**src/rtl/alu_issue_if.sv**
```systemverilog
// Handshake and ALU-side bundle for the ALU issue controller.
// The "slave" modport is the issue controller; "master" is its environment
// (decode/regfile upstream, ALU and writeback downstream).
interface alu_issue_if;
  logic        valid_i;
  logic        ready_o;
  logic [31:0] insn_i;
  logic [31:0] rs1_data_i;
  logic [31:0] rs2_data_i;
  logic [3:0]  alu_ctrl_o;
  logic [31:0] alu_a_o;
  logic [31:0] alu_b_o;
  logic [31:0] alu_result_i;
  logic        res_valid_o;
  logic        res_ready_i;
  logic [31:0] res_data_o;
  logic [4:0]  res_rd_o;
  logic        res_we_o;
  logic        illegal_o;

  modport slave (
    input  valid_i, insn_i, rs1_data_i, rs2_data_i, alu_result_i, res_ready_i,
    output ready_o, alu_ctrl_o, alu_a_o, alu_b_o, res_valid_o, res_data_o,
           res_rd_o, res_we_o, illegal_o
  );

  modport master (
    output valid_i, insn_i, rs1_data_i, rs2_data_i, alu_result_i, res_ready_i,
    input  ready_o, alu_ctrl_o, alu_a_o, alu_b_o, res_valid_o, res_data_o,
           res_rd_o, res_we_o, illegal_o
  );
endinterface

```
**src/rtl/alu_issue_ctrl.sv**
```systemverilog
// Issue-side ALU driver: decodes one instruction, holds ALU operands for the
// op's execution time (1 cycle, MUL_LAT for MUL), captures the ALU result and
// returns it over a valid/ready handshake. Illegal instructions skip EXEC.
module alu_issue_ctrl #(
  parameter int unsigned MUL_LAT = 2
) (
  input logic       clk_i,
  input logic       rst_i,
  alu_issue_if.slave bus
);

  typedef enum logic [1:0] {
    IDLE = 2'b00,
    EXEC = 2'b01,
    RESP = 2'b10
  } state_t;

  localparam logic [6:0] OPC_OP    = 7'b0110011;
  localparam logic [6:0] OPC_OPIMM = 7'b0010011;
  localparam logic [6:0] OPC_LOAD  = 7'b0000011;
  localparam logic [6:0] OPC_STORE = 7'b0100011;
  localparam logic [3:0] CTRL_ADD  = 4'b0010;
  localparam logic [3:0] MUL_CNT   = MUL_LAT[3:0];

  state_t      state_q, state_d;
  logic [3:0]  cnt_q;
  logic [3:0]  alu_ctrl_q;
  logic [31:0] alu_a_q, alu_b_q;
  logic [31:0] res_data_q;
  logic [4:0]  res_rd_q;
  logic        res_we_q, illegal_q;

  logic [6:0]  opcode_s, funct7_s;
  logic [2:0]  funct3_s;
  logic        accept_s, last_exec_s;
  logic        dec_legal_s, dec_mul_s, dec_we_s;
  logic [3:0]  dec_ctrl_s;
  logic [31:0] dec_b_s;
  logic [4:0]  dec_rd_s;
  logic        unused_rs1_field_s;

  // Sign-extend a 12-bit immediate to 32 bits.
  function automatic logic [31:0] sext12(input logic [11:0] imm);
    return {{20{imm[11]}}, imm};
  endfunction

  assign opcode_s    = bus.insn_i[6:0];
  assign funct3_s    = bus.insn_i[14:12];
  assign funct7_s    = bus.insn_i[31:25];
  // The rs1 field is resolved upstream; the value arrives on rs1_data_i.
  assign unused_rs1_field_s = ^bus.insn_i[19:15];

  assign accept_s    = bus.valid_i & (state_q == IDLE);
  assign last_exec_s = (state_q == EXEC) && (cnt_q == 4'd1);

  // Instruction decode: ALU control, operand B selection, rd and writeback.
  always_comb begin
    dec_legal_s = 1'b0;
    dec_ctrl_s  = CTRL_ADD;
    dec_b_s     = bus.rs2_data_i;
    dec_mul_s   = 1'b0;
    dec_we_s    = 1'b0;
    dec_rd_s    = bus.insn_i[11:7];
    case (opcode_s)
      OPC_OP: begin
        dec_we_s = 1'b1;
        if (funct7_s == 7'b0000000) begin
          dec_legal_s = 1'b1;
          case (funct3_s)
            3'b000:  dec_ctrl_s = 4'b0010;
            3'b001:  dec_ctrl_s = 4'b0001;
            3'b100:  dec_ctrl_s = 4'b1000;
            3'b111:  dec_ctrl_s = 4'b0000;
            default: dec_legal_s = 1'b0;
          endcase
        end else if ((funct7_s == 7'b0100000) && (funct3_s == 3'b000)) begin
          dec_legal_s = 1'b1;
          dec_ctrl_s  = 4'b0110;
        end else if ((funct7_s == 7'b0000001) && (funct3_s == 3'b000)) begin
          dec_legal_s = 1'b1;
          dec_ctrl_s  = 4'b1010;
          dec_mul_s   = 1'b1;
        end else begin
          dec_legal_s = 1'b0;
        end
      end
      OPC_OPIMM: begin
        dec_we_s = 1'b1;
        if (funct3_s == 3'b000) begin
          dec_legal_s = 1'b1;
          dec_b_s     = sext12(bus.insn_i[31:20]);
        end else if ((funct3_s == 3'b101) && (funct7_s == 7'b0100000)) begin
          dec_legal_s = 1'b1;
          dec_ctrl_s  = 4'b0101;
          dec_b_s     = {27'b0, bus.insn_i[24:20]};
        end else begin
          dec_legal_s = 1'b0;
        end
      end
      OPC_LOAD: begin
        dec_legal_s = (funct3_s == 3'b010);
        dec_b_s     = sext12(bus.insn_i[31:20]);
      end
      OPC_STORE: begin
        dec_legal_s = (funct3_s == 3'b010);
        dec_b_s     = sext12({bus.insn_i[31:25], bus.insn_i[11:7]});
        dec_rd_s    = 5'd0;
      end
      default: dec_legal_s = 1'b0;
    endcase
  end

  // State register.
  always_ff @(posedge clk_i or posedge rst_i) begin
    if (rst_i) state_q <= IDLE;
    else       state_q <= state_d;
  end

  // Next-state logic: legal ops go through EXEC, illegal ones straight to RESP.
  always_comb begin
    state_d = state_q;
    case (state_q)
      IDLE: begin
        if (accept_s) state_d = dec_legal_s ? EXEC : RESP;
        else          state_d = IDLE;
      end
      EXEC: begin
        if (last_exec_s) state_d = RESP;
        else             state_d = EXEC;
      end
      RESP: begin
        if (bus.res_ready_i) state_d = IDLE;
        else                 state_d = RESP;
      end
      default: state_d = IDLE;
    endcase
  end

  // Datapath: latch decode on accept, count EXEC cycles, capture the result.
  always_ff @(posedge clk_i or posedge rst_i) begin
    if (rst_i) begin
      cnt_q      <= 4'd0;
      alu_ctrl_q <= CTRL_ADD;
      alu_a_q    <= 32'd0;
      alu_b_q    <= 32'd0;
      res_data_q <= 32'd0;
      res_rd_q   <= 5'd0;
      res_we_q   <= 1'b0;
      illegal_q  <= 1'b0;
    end else begin
      case (state_q)
        IDLE: begin
          if (accept_s) begin
            if (dec_legal_s) begin
              alu_ctrl_q <= dec_ctrl_s;
              alu_a_q    <= bus.rs1_data_i;
              alu_b_q    <= dec_b_s;
              cnt_q      <= dec_mul_s ? MUL_CNT : 4'd1;
              res_rd_q   <= dec_rd_s;
              res_we_q   <= dec_we_s;
              illegal_q  <= 1'b0;
            end else begin
              res_data_q <= 32'd0;
              res_rd_q   <= 5'd0;
              res_we_q   <= 1'b0;
              illegal_q  <= 1'b1;
            end
          end
        end
        EXEC: begin
          if (last_exec_s) begin
            res_data_q <= bus.alu_result_i;
            alu_ctrl_q <= CTRL_ADD;
            alu_a_q    <= 32'd0;
            alu_b_q    <= 32'd0;
          end else begin
            cnt_q <= cnt_q - 4'd1;
          end
        end
        default: begin
        end
      endcase
    end
  end

  assign bus.ready_o     = (state_q == IDLE);
  assign bus.res_valid_o = (state_q == RESP);
  assign bus.alu_ctrl_o  = alu_ctrl_q;
  assign bus.alu_a_o     = alu_a_q;
  assign bus.alu_b_o     = alu_b_q;
  assign bus.res_data_o  = res_data_q;
  assign bus.res_rd_o    = res_rd_q;
  assign bus.res_we_o    = res_we_q;
  assign bus.illegal_o   = illegal_q;

endmodule

```
**src/flat_wrapper.sv**
```systemverilog
// flat-port wrapper written by rule: the top's interface ports become plain ports
module alu_issue_ctrl_flat 
#(
  parameter int unsigned MUL_LAT = 2
)
  (clk_i, rst_i, bus_valid_i, bus_insn_i, bus_rs1_data_i, bus_rs2_data_i, bus_alu_result_i, bus_res_ready_i, bus_ready_o, bus_alu_ctrl_o, bus_alu_a_o, bus_alu_b_o, bus_res_valid_o, bus_res_data_o, bus_res_rd_o, bus_res_we_o, bus_illegal_o);
  alu_issue_if bus_i ();
  input logic clk_i;
  input logic rst_i;
  input wire logic [$bits(bus_i.valid_i)-1:0] bus_valid_i;
  input wire logic [$bits(bus_i.insn_i)-1:0] bus_insn_i;
  input wire logic [$bits(bus_i.rs1_data_i)-1:0] bus_rs1_data_i;
  input wire logic [$bits(bus_i.rs2_data_i)-1:0] bus_rs2_data_i;
  input wire logic [$bits(bus_i.alu_result_i)-1:0] bus_alu_result_i;
  input wire logic [$bits(bus_i.res_ready_i)-1:0] bus_res_ready_i;
  output wire logic [$bits(bus_i.ready_o)-1:0] bus_ready_o;
  output wire logic [$bits(bus_i.alu_ctrl_o)-1:0] bus_alu_ctrl_o;
  output wire logic [$bits(bus_i.alu_a_o)-1:0] bus_alu_a_o;
  output wire logic [$bits(bus_i.alu_b_o)-1:0] bus_alu_b_o;
  output wire logic [$bits(bus_i.res_valid_o)-1:0] bus_res_valid_o;
  output wire logic [$bits(bus_i.res_data_o)-1:0] bus_res_data_o;
  output wire logic [$bits(bus_i.res_rd_o)-1:0] bus_res_rd_o;
  output wire logic [$bits(bus_i.res_we_o)-1:0] bus_res_we_o;
  output wire logic [$bits(bus_i.illegal_o)-1:0] bus_illegal_o;
  assign bus_i.valid_i = bus_valid_i;
  assign bus_i.insn_i = bus_insn_i;
  assign bus_i.rs1_data_i = bus_rs1_data_i;
  assign bus_i.rs2_data_i = bus_rs2_data_i;
  assign bus_i.alu_result_i = bus_alu_result_i;
  assign bus_i.res_ready_i = bus_res_ready_i;
  assign bus_ready_o = bus_i.ready_o;
  assign bus_alu_ctrl_o = bus_i.alu_ctrl_o;
  assign bus_alu_a_o = bus_i.alu_a_o;
  assign bus_alu_b_o = bus_i.alu_b_o;
  assign bus_res_valid_o = bus_i.res_valid_o;
  assign bus_res_data_o = bus_i.res_data_o;
  assign bus_res_rd_o = bus_i.res_rd_o;
  assign bus_res_we_o = bus_i.res_we_o;
  assign bus_illegal_o = bus_i.illegal_o;
  alu_issue_ctrl #(.MUL_LAT(MUL_LAT)) u_core (.clk_i(clk_i), .rst_i(rst_i), .bus(bus_i));
endmodule
```
**config.mk**
```make
export PLATFORM = sky130hd
export DESIGN_NAME = alu_issue_ctrl_flat
export DESIGN_NICKNAME = d
export VERILOG_FILES = /design/src/rtl/alu_issue_if.sv /design/src/rtl/alu_issue_ctrl.sv /design/src/flat_wrapper.sv
export SDC_FILE = /design/constraint.sdc
export NUM_CORES = 1
export LEC_CHECK = 0
export ABC_AREA = 0
export CAP_MARGIN = 20
export CORE_MARGIN = 10
export CORE_UTILIZATION = 41
export DETAILED_ROUTE_END_ITERATION = 16
export PLACE_DENSITY = 0.81
export SYNTH_ARGS = -nofsm -noshare
export SYNTH_HDL_FRONTEND = slang
export SYNTH_SLANG_ARGS = --single-unit
```
**constraint.sdc**
```tcl
create_clock -name clk_i -period 4.2 [get_ports clk_i]
set_clock_uncertainty 0.05 [all_clocks]
set_input_delay 0.63 -clock clk_i [delete_from_list [all_inputs] [get_ports clk_i]]
set_output_delay 0.63 -clock clk_i [all_outputs]
set_load 0.02 [all_outputs]
```
=== After elaboration in Yosys (flattened, before gate mapping) ===
Cells that the tools add are included.
W data, S select, Z words.

* $add $sub $neg: 1
* Eq/ne operators: 19
* Multiplexer cells: 50
* Bitwise logic cells: 1
* Reduce and logical (&&, ||, !) cells: 15

{| class="wikitable"
|+ Operators with widths
! kind !! count
|-
| $mux W32 || 10
|-
| $pmux W32 S2 || 3
|-
| $pmux W32 S3 || 1
|-
| $mux W4 || 10
|-
| $pmux W4 S2 || 3
|-
| $eq A7 B6 Y1 const B || 3
|-
| $mux W1 || 12
|-
| $pmux W4 S3 || 1
|-
| $reduce_and A4 Y1 || 3
|-
| $mux W2 || 5
|-
| $mux W5 || 2
|-
| $eq A3 B3 Y1 const B || 3
|-
| $eq A7 B1 Y1 const B || 1
|-
| $eq A7 B2 Y1 const B || 1
|-
| $eq A7 B5 Y1 const B || 1
|-
| $logic_not A7 Y1 || 1
|-
| $ne A2 B1 Y1 const B || 3
|-
| $pmux W2 S3 || 1
|-
| $eq A4 B1 Y1 const B || 1
|-
| $logic_and A1 B1 Y1 || 4
|-
| $ne A2 B2 Y1 const B || 2
|-
| $reduce_or A2 Y1 || 2
|-
| $reduce_or A4 Y1 || 1
|-
| $sub A4 B1 Y4 const B || 1
|-
| other kinds (11) || 11
|}

* Bits in registers: 113
* Input bits: 132
* Output and inout bits: 109
* Word-level logic and storage cells: 95

=== Logic depth before layout (Yosys ltp) ===
Gate-level depths: netlist of run 1.

* Word-level depth: 10
* Gate-level depth with buffers: 11
* Depth with buffers taken out: 8

=== Worst setup path before layout of run 1 ===
No wires, ideal clock.

* Path type: input-to-reg
* Start: in bus_insn_i[14]
* End: reg u_core.cnt_q[0]
* Setup time: 0.125 ns
* Arrival time: 1.963 ns
* Required time: 4.025 ns
* Setup slack: 2.062 ns
* Cell stages on the path: 7
* Path buffers: 1
* Path through: buf_2 nor3b_1 o21ai_1 a21oi_2 o21ai_2 o21ai_2 mux2_2

* Word-level cells in the longest chain between the ends: 10
* Elaborated cells on any way between the ends: 26
* Those cells by class: 6 x eq/ne; 14 x mux; 6 x reduce/logical

{| class="wikitable"
|+ RTL lines
! what !! RTL line !! source
|-
| start, declared || flat_wrapper.sv:11 || <nowiki>input wire logic [$bits(bus_i.insn_i)-1:0] bus_insn_i;</nowiki>
|-
| $logic_not A3 Y1 || - ||
|-
| $logic_and A1 B1 Y1 || alu_issue_ctrl.sv:79 || <nowiki>end else if ((funct7_s == 7'b0000001) && (funct3_s == 3'b000)) begin</nowiki>
|-
| $mux W1 || alu_issue_ctrl.sv:79 ||
|-
| $mux W1 || alu_issue_ctrl.sv:76 || <nowiki>end else if ((funct7_s == 7'b0100000) && (funct3_s == 3'b000)) begin</nowiki>
|-
| $mux W1 || alu_issue_ctrl.sv:67 || <nowiki>if (funct7_s == 7'b0000000) begin</nowiki>
|-
| $mux W1 || alu_issue_ctrl.sv:64 || <nowiki>case (opcode_s)</nowiki>
|-
| $mux W2 || alu_issue_ctrl.sv:158 || <nowiki>cnt_q <= dec_mul_s ? MUL_CNT : 4'd1;</nowiki>
|-
| $mux W4 || alu_issue_ctrl.sv:154 || <nowiki>if (dec_legal_s) begin</nowiki>
|-
| $mux W4 || alu_issue_ctrl.sv:153 || <nowiki>if (accept_s) begin</nowiki>
|-
| $pmux W4 S2 || alu_issue_ctrl.sv:151 || <nowiki>case (state_q)</nowiki>
|-
| end signal, assigned || alu_issue_ctrl.sv:158 ||
|-
| end signal, assigned || alu_issue_ctrl.sv:177 || <nowiki>cnt_q <= cnt_q - 4'd1;</nowiki>
|-
| end, declared || alu_issue_ctrl.sv:26 || <nowiki>logic [3:0] cnt_q;</nowiki>
|}

Several ways; a longest one is shown, not always the timed one. The select of a mux whose other input is x is not followed.
A chain may end at the register's enable or synchronous reset.

=== Worst setup path after layout of run 1 ===
* Start: in bus_insn_i[5]
* End: reg u_core.res_data_q[22], in the netlist u_core.bus.res_data_o[22]

* Word-level cells in the longest chain between the ends: 5
* Elaborated cells on any way between the ends: 8
* Those cells by class: 5 x eq/ne; 1 x mux; 2 x reduce/logical

{| class="wikitable"
|+ RTL lines
! what !! RTL line !! source
|-
| $eq A7 B2 Y1 or $eq A7 B6 Y1 (tied branches) || alu_issue_ctrl.sv:64 ||
|-
| $reduce_or A2 Y1 (no line) || - ||
|-
| $pmux W1 S3 (*) || alu_issue_ctrl.sv:64 ||
|-
| $ne A2 B2 Y1 (no line) (*) || - ||
|-
| $reduce_and A4 Y1 (no line) (*) || - ||
|-
| end signal, assigned || alu_issue_ctrl.sv:172 || <nowiki>res_data_q <= bus.alu_result_i;</nowiki>
|-
| end, declared || alu_issue_ctrl.sv:29 || <nowiki>logic [31:0] res_data_q;</nowiki>
|}

Mark *: on every way between the ends. The rest lies on a longest branch, timed or not.

==> results of run 1 <==
power by group:
group	switching [uW]	total (uW)	internal [uW]
Sequential	168	1580	1410
Clock	481	1430	949
Combinational	843	1630	784
Total	1490	4630	3140
kinds of logic (layout without fill, tap and decap cells):
kind of cell | count (synthesis) | in the layout | synth area share
compound gates | 174 | 174 | 0.227
fa+ha+maj | 2 | 2 | 0.00500
buf+inv | 46 | 285 | 0.0485
flops | 113 | 113 | 0.565
mux | 3 | 3 | 0.00625
simple gates | 171 | 171 | 0.148
layout by cell type (no fill, tap or decap), types with 2 or more instances in the layout:
cell / n
nor2b_1: 3
o21ai_2: 2
o41ai_1: 2
o21ai_1: 51
nor3_1: 5
o21ai_0: 44
buf_4: 6
buf_12: 2
a21boi_0: 5
mux2i_1: 2
bufinv_16: 2
nor3b_1: 2
a22o_1: 32
a21o_1: 2
nand4_1: 3
a22oi_1: 6
nand2_1: 122
clkdlybuf4s50_1: 235
ha_1: 2
nor2_1: 10
a21oi_1: 6
nand3_1: 8
inv_2: 2
a221oi_1: 5
nand2b_1: 6
clkinv_2: 5
clkbuf_8: 5
dfrtp_1: 112
o31ai_1: 5
inv_1: 7
and2_1: 5
nor4b_1: 2
clkbuf_16: 17
a31oi_1: 5
worst max-delay path, stage by stage:
cell,delay (ns)
clkdlybuf4s50_1,0.78
and2b_1,0.26
nand4_1,0.17
a31oi_2,0.32
o21ai_2,0.16
o22ai_2,0.22
buf_4,0.36
a22o_1,0.19
worst paths after layout:
| check | from | endpoint | cells past startpoint |
|---|---|---|---|
| max | bus_insn_i[5] | u_core.bus.res_data_o[22] | 8 |
| min reg2reg | u_core.bus.alu_ctrl_o[1] | u_core.bus.alu_ctrl_o[1] | 2 |
| min | u_core.bus.alu_ctrl_o[1] | u_core.bus.alu_ctrl_o[1] | 2 |
| max reg2reg | u_core.state_q[1] | u_core.bus.alu_b_o[22] | 8 |
| max in group asynchronous | rst_i | u_core.bus.alu_ctrl_o[1] | 3 |
| min in group asynchronous | rst_i | u_core.bus.res_data_o[11] | 2 |
per-layer routing:
layer / routed length (um) / global-route usage
met5: 0 / 0
met4: 306 / 0.0680
met3: 1870 / 0.0947
met2: 8320 / 0.325
met1: 6350 / 0.211
registers in the layout (all words and copies together), names as in the netlist:
name                   flops
u_core.bus.res_data_o     32
u_core.bus.res_we_o        1
u_core.bus.res_rd_o        5
u_core.bus.alu_ctrl_o      4
u_core.bus.alu_b_o        32
u_core.state_q             2
u_core.bus.alu_a_o        32
u_core.cnt_q               4
u_core.bus.illegal_o       1
stage by stage:
stage | setup WS, ns | cells | hold WS, ns
4_1_cts | 1.38 | 895 | 0.422
3_5_place_dp | 0.972 | 863 | 0.415
6_report | 1.38 | 895 | 0.419
5_1_grt | 1.20 | 895 | 0.442
3_3_place_gp | 1.07 | 863 | 0.411
2_1_floorplan | 0.534 | 509 | 0.448
final cells by class:
cell class,count,area share
inverter,10,0.00499
tap,147,0.0229
multi-input combinational,350,0.241
timing repair buffer,243,0.304
clock buffer,23,0.0621
clock inverter,9,0.0128
sequential,113,0.353
==> impl_metrics.yaml, run 1 <==
finish:
  nFillCells: 937
  nets: 869
  n_antenna_cell: 0
  seq_area_um2: 2830
  drive_gt1_frac: 0.0722
  area_growth_pct: 60.3
  multi_input_area_um2: 1930
  final_area_um2: 8030
  final_util: 0.671
pwr:
  finalPower_uw: 4630
  vdd_ir_drop_max_uv: 336
  cellLeakagePower_uw: 0.00352
  p_per_area_nw_per_um2: 577
floorplanning:
  fp.dieH_um: 131
  floorplan.core_area_um2: 12000
  start_util: 0.419
  die_area_um2: 17000
  placement_rows: 40
  ioPinCount: 241
  die_x_um: 131
critical_path:
  crit_fanout: 30
  worst_ep_arrival_time_ns: 3.11
  rrSetupSlack_ns: 1.49
  critPathKind: "in2reg"
  start_kind: "primary input"
  required_ns: 4.49
  end_kind: "flop"
placement:
  gp_congestion: 0.874
  port_buffers: 235
  hpwl_mm: 12.7
  dpl_cell_area_um2: 7420
outcome:
  outcome: "completed"
synthesis:
  ys_ff_latch: 113
  yosysMostFrequentCell: "nand2_1"
  avgSynthCellArea_um2: 9.84
  synth-warning-count: 0
  synth-async-reset-ratio: 1.00
  synth_common_cells: "nand2_1 (122), dfrtp_1 (112), o21ai_1 (51)"
  synth_top_area_share: 0.560
  syn-cell-area_um2: 5010
  ys_top_cells_by_area: "dfrtp_1 (56%), nand2_1 (9.1%), a22o_1 (5.6%)"
  synth-edff-count: 0
  syn_inst: 509
  ys_dominant_reg_cell: "dfrtp_1"
  yosys.area.top_type: "dfrtp_1"
  ys_seq_area_frac: 0.565
  ys_types: 48
  synth_fp_nets: 643
grt:
  grt_pass1_vias: 4865
  antenna_found_initial: 0
  overflow: 0
  grt_max_degree: 91
  grt_pass1_wl_mm: 25.9
  grt_usage: 0.195
sta:
  fin_setup_tns_ns: 0
  hold_viol: 0
  fmax_mhz: 355
  period_needed_ns: 2.82
  slew_viol_final: 0
  period_share: 0.672
  setup_violations: 0
  tightest_slew_ns: 0.927
  maxSlewHeadroom: 0.381
  rsz0062_at_grt: "no"
clock_network:
  cts_htree_levels: 4
  cts-resized-gates: 0
  root_buffer: "clkbuf_16"
  cts_tree: "yes"
  clockBufferDepth: 2
  clk_pin_slew_ns: 0.05
  cts_sinks: 113
  ctsHoldBuffers: 0
  numCtsBuffers: 17
  post_cts_buffers: 0
  clock_latency_ns: 0.40
job:
  maxCapViolCount: 0
detailed_routing:
  drc: 0
  drt-total-wl_mm: 16.8
  dr.pass1.iters: 7
  vias: 4646
  viasPerCell: 5.19
  wire_per_inst_um: 18.8
  dr.first_iter.drc_count: 320
  drt.antenna.violating_nets: 0
min_path:
  min_path_type: "reg2reg"
Power figures use the tool's default switching activity.
==> run 2: changes to the inputs <==
clock period = 2.75 ns   (was 4.2 ns; I/O delays follow)
==> run 2 against run 1 <==
- register-to-register slack worse by 0.91 ns
- non-clock buffer count is 14 higher
- die area stayed put
- cell count is 1.6% higher
- count of clock-buffer cells in the layout is 6 lower
- combinational power is 53% higher
- flip-flop and latch count stayed put
- sequential share of layout area is 0.56 points lower
- core utilization is 1.1 points higher
- sequential power is 52% higher
- clock power is 57% higher
- total power is 54% higher
==> impl_metrics.yaml, run 2 (synthesis gave the netlist of run 1 again) <==
outcome:
  outcome: "completed"
floorplanning:
  die_area_um2: 17000
  start_util: 0.419
  fp.dieH_um: 131
  floorplan.core_area_um2: 12000
  ioPinCount: 241
  die_x_um: 131
  placement_rows: 40
job:
  maxCapViolCount: 0
critical_path:
  end_kind: "primary output"
  r2r_start: "u_core.state_q[1]"
  crit_fanout: 4
  ff2ff_path_depth: 7
  worst_ep_arrival_time_ns: 1.81
  start_kind: "flop"
  required_ns: 2.29
  critPathKind: "reg2out"
  rrSetupSlack_ns: 0.58
  worstReg2RegEnd: "u_core.bus.alu_b_o[1]"
pwr:
  cellLeakagePower_uw: 0.00357
  sw_frac_of_total: 0.329
  p_per_area_nw_per_um2: 874
  vdd_ir_drop_max_uv: 622
  intPower_uw: 4790
  pwr-share-comb: 0.349
  p_seq_frac: 0.337
  p_sw_uw: 2340
  p_clk_frac: 0.314
finish:
  nets: 883
  layoutNonFillerInstCount: 909
  final_common_cell: "clkdlybuf4s50_1"
  n_antenna_cell: 0
  nFillCells: 907
  final_cell_mix: "clkdlybuf4s50_1 (235), nand2_1 (122), dfrtp_1 (112), o21ai_1 (51), o21ai_0 (44)"
  drive_gt1_frac: 0.0906
  area_growth_pct: 62.9
grt:
  grt_usage: 0.196
  overflow: 0
  antenna_found_initial: 0
  grt_pass1_vias: 4917
  grt_pass1_wl_mm: 26.0
  grt_max_degree: 77
clock_network:
  clk_pin_slew_ns: 0.05
  post_cts_buffers: 0
  cts-resized-gates: 0
  ctsHoldBuffers: 0
  root_buffer: "clkbuf_16"
  clockBufferDepth: 2
  cts_sinks: 113
  cts_htree_levels: 4
  cts_tree: "yes"
  clock_latency_ns: 0.41
  numCtsBuffers: 17
placement:
  gp_congestion: 0.843
  port_buffers: 235
  pre_cts_slack_ns: 0.147
  hpwl_mm: 12.8
  numPlacedInstances: 877
min_path:
  min_from: "u_core.bus.alu_ctrl_o[1]"
  whs_endpoint: "u_core.bus.alu_ctrl_o[1]"
  min_path_type: "reg2reg"
  whs_path_depth: 2
detailed_routing:
  vias: 4801
  dr.first_iter.drc_count: 336
  dr.pass1.iters: 5
  viasPerCell: 5.28
  drt.antenna.violating_nets: 0
  drc: 0
  drt-total-wl_mm: 16.9
  wire_per_inst_um: 18.6
sta:
  rsz0062_at_grt: "no"
  layout_setup_ws_ns: 0.474
  maxSlewHeadroom: 0.478
  slew_viol_final: 0
  fin_setup_tns_ns: 0
  tightest_slew_ns: 0.781
  period_share: 0.828
  fmax_mhz: 439
  hold_viol: 0
  setup_violations: 0
  period_needed_ns: 2.28
[run 2: cell types whose count changed in the layout (fill, tap and decap cells not counted), sizes merged]
cell / previous run / this run
buf: 8 / 22
clkinvlp: 0 / 6
clkinv: 6 / 5
bufinv: 2 / 3
clkbuf: 23 / 17
[run 2: worst max-delay path: stages (launching register included)]
cell and delay, ns:
dfrtp_1 0.39, or2_4 0.29, inv_2 0.09, clkdlybuf4s50_1 0.63
[run 2: worst max path at each step]
stage	start	to	slack, ns	depth (start not counted)
floorplan	u_core.state_q[1]	u_core.bus.alu_b_o[0]	0.82	10
global placement	bus_insn_i[3]	u_core.bus.res_data_o[18]	0.16	8
detailed placement	bus_insn_i[30]	u_core.bus.res_data_o[9]	0.15	8
CTS	u_core.state_q[1]	bus_ready_o	0.45	3
global route	bus_insn_i[3]	u_core.bus.alu_b_o[2]	0.39	9
finish	u_core.state_q[1]	bus_ready_o	0.47	3
[run 2: layout make-up]
cell class,instances,area (um^2),share of cell area
clock inverter,15,185,0.0227
inverter,10,41.3,0.00506
timing repair buffer,257,2550,0.313
tap,147,184,0.0226
multi-input combinational,350,1930,0.237
sequential,113,2830,0.347
clock buffer,17,425,0.0522
[run 2: power by group through the flow]
| stage | combinational (uW) | sequential [uW] | clock (uW) |
|---|---|---|---|
| 2_1_floorplan | 549 | 3010 | 0 |
| 6_report | 2490 | 2400 | 2240 |
| 5_1_grt | 2690 | 2470 | 2370 |
| 4_1_cts | 2530 | 2410 | 2280 |
| 3_3_place_gp | 2470 | 2400 | 0 |
| 3_5_place_dp | 2520 | 2430 | 0 |
[run 2: layer usage]
layer | vias to the layer above | GRT usage | wire length [um]
li1 | 2267 | - | -
met1 | 2294 | 0.214 | 6230
met2 | 214 | 0.330 | 8410
met3 | 26 | 0.0874 | 1970
met4 | 0 | 0.0752 | 323
met5 | - | 0 | 0
[run 2: per-stage QoR]
step	util	hold WS [ns]	cell area, um^2	power [uW]
global route	0.682	0.451	8150	7520
global placement	0.631	0.409	7540	4870
finish	0.682	0.417	8150	7130
floorplan	-	0.448	5010	3560
detailed placement	0.631	0.415	7540	4940
CTS	0.682	0.423	8150	7220
==> run 3: changes to the inputs <==
CORE_UTILIZATION = 37   (was 41)
PLACE_DENSITY = 0.77   (was 0.81)
clock period = 1.85 ns   (was 2.75 ns; I/O delays follow)
==> run 3 against run 2 <==
- the run now ends with negative setup slack left
- via count rose by 5.7%
- largest power group unchanged
- sequential power up 52%
- critical path type is now reg2reg
- design area rose by 12%
- hold slack worse by 0.27 ns
- flip-flop and latch count stayed put
- largest cell class is now buffers
- clock power is 63% higher
- combinational power is 66% higher
==> impl_metrics.yaml, run 3 (synthesis gave the netlist of run 1 again) <==
pwr:
  p_clk_frac: 0.319
  p_sw_uw: 3620
  vdd_ir_drop_max_uv: 793
  pwr-share-comb: 0.362
  sw_frac_of_total: 0.317
  cellLeakagePower_uw: 0.00405
  p_per_area_nw_per_um2: 1250
  finalPower_uw: 11400
  intPower_uw: 7800
  p_seq_frac: 0.319
critical_path:
  end_kind: "flop"
  critPathKind: "reg2reg"
  worst_ep_arrival_time_ns: 2.17
  required_ns: 2.12
  crit_fanout: 9
  start_kind: "flop"
clock_network:
  numCtsBuffers: 17
  clockBufferDepth: 2
  cts_sinks: 113
  ctsHoldBuffers: 0
  cts_htree_levels: 4
  cts_tree: "yes"
  root_buffer: "clkbuf_16"
  clock_latency_ns: 0.41
  clk_pin_slew_ns: 0.05
grt:
  antenna_found_initial: 3
  grt_usage: 0.199
  grt_pass1_vias: 5321
  overflow: 0
  grt_max_degree: 47
  grt_pass1_wl_mm: 29.1
sta:
  setup_violations: 34
  layout_setup_ws_ns: -0.0476
  hold_viol: 0
  rsz0062_at_grt: "yes"
  slew_viol_final: 0
  maxSlewHeadroom: 0.706
  tightest_slew_ns: 0.430
  hold_slack_ns: 0.150
  period_share: 1.03
  fmax_mhz: 527
  period_needed_ns: 1.90
finish:
  final_cell_mix: "clkdlybuf4s50_1 (220), dfrtp_1 (112), nand2_1 (102), o21ai_1 (55), buf_4 (43)"
  nets: 927
  layoutNonFillerInstCount: 985
  drive_gt1_frac: 0.210
  area_growth_pct: 82.9
  final_area_um2: 9160
  nFillCells: 984
  final_common_cell: "clkdlybuf4s50_1"
job:
  maxCapViolCount: 0
detailed_routing:
  drc: 0
  dr.first_iter.drc_count: 199
  viasPerCell: 5.15
  drt.antenna.violating_nets: 0
  drt-total-wl_mm: 19.6
  wire_per_inst_um: 19.9
  dr.pass1.iters: 4
  vias: 5073
placement:
  gp_congestion: 0.866
  hpwl_mm: 13.4
  numPlacedInstances: 933
  port_buffers: 235
  dpl_cell_area_um2: 7830
  pre_cts_slack_ns: -0.686
outcome:
  violations: "negative setup slack"
  outcome: "finished, violations left"
floorplanning:
  ioPinCount: 241
  placement_rows: 42
  fp.dieH_um: 136
  start_util: 0.378
  floorplan.core_area_um2: 13200
  die_x_um: 136
  die_area_um2: 18600
min_path:
  min_path_type: "in2async"
run 3: cell count changes in the layout (fill, tap and decap cells not counted), moves of 7 or more:
cell | previous run | this run
buf_16 | 0 | 7
buf_4 | 19 | 43
clkdlybuf4s50_1 | 235 | 220
dlygate4sd2_1 | 0 | 11
nand2_1 | 122 | 102
nand2_2 | 0 | 20
o21ai_0 | 44 | 30
o21ai_2 | 2 | 11
run 3: what timing repair did:
action	CTS	global route
pin swaps	11	6
setup buffers	5	2
setup endpoints to repair	113	109
gates resized for setup	67	57
gates cloned	7	5
run 3: cell type report:
cell class	count	area (um^2)	share of cell area
diodes	3	7.51	0.000820
well taps	176	220	0.0241
flip-flops and latches	113	2830	0.309
clock inverters	11	209	0.0228
clock buffers	21	450	0.0492
multi-input cells	350	2250	0.245
inverters	10	46.3	0.00506
repair buffers	301	3150	0.344
run 3: per-layer routing:
layer  GRT usage  vias up  wire (um)
met2       0.330      202       9550
met5           0        -          0
met4      0.0556        0        282
met3      0.0808       22       1700
li1            -     2367          -
met1       0.234     2482       8090
run 3: worst paths after layout:
kind / from / to / slack (ns) / depth (start not counted)
min: rst_i / u_core.bus.alu_a_o[8] / 0.15 / 2
max reg2reg: u_core.cnt_q[1] / u_core.bus.alu_b_o[0] / -0.05 / 9
min in group clk_i: bus_insn_i[27] / u_core.bus.alu_b_o[7] / 0.25 / 3
min reg2reg: u_core.bus.alu_ctrl_o[1] / u_core.bus.alu_ctrl_o[1] / 0.42 / 2
max: u_core.cnt_q[1] / u_core.bus.alu_b_o[0] / -0.05 / 9
max in group asynchronous: rst_i / u_core.bus.alu_b_o[25] / 1.06 / 3
run 3: through the flow:
stage	util	TNS, ns
detailed placement	0.591	-61.58
CTS	0.670	-0.292
global placement	0.591	-53.72
finish	0.691	-0.445
floorplan	-	-0.192
global route	0.691	-4.68
run 3: power by group through the flow:
stage | clock (uW) | sequential (uW) | combinational [uW]
after detailed placement | 0 | 3620 | 3830
after global placement | 0 | 3590 | 3770
after CTS | 3700 | 3620 | 4010
after floorplan | 0 | 4470 | 826
after global routing | 3830 | 3730 | 4410
final | 3650 | 3640 | 4130
run 3: critical path, cell delays in order (launching register included):
cell and delay (ns):
dfrtp_1 0.36, inv_2 0.08, ha_4 0.12, nor3b_4 0.18, and2_4 0.20, a2bb2oi_4 0.16, o31ai_4 0.10, buf_12 0.17
buf_12 0.15, o31ai_4 0.21
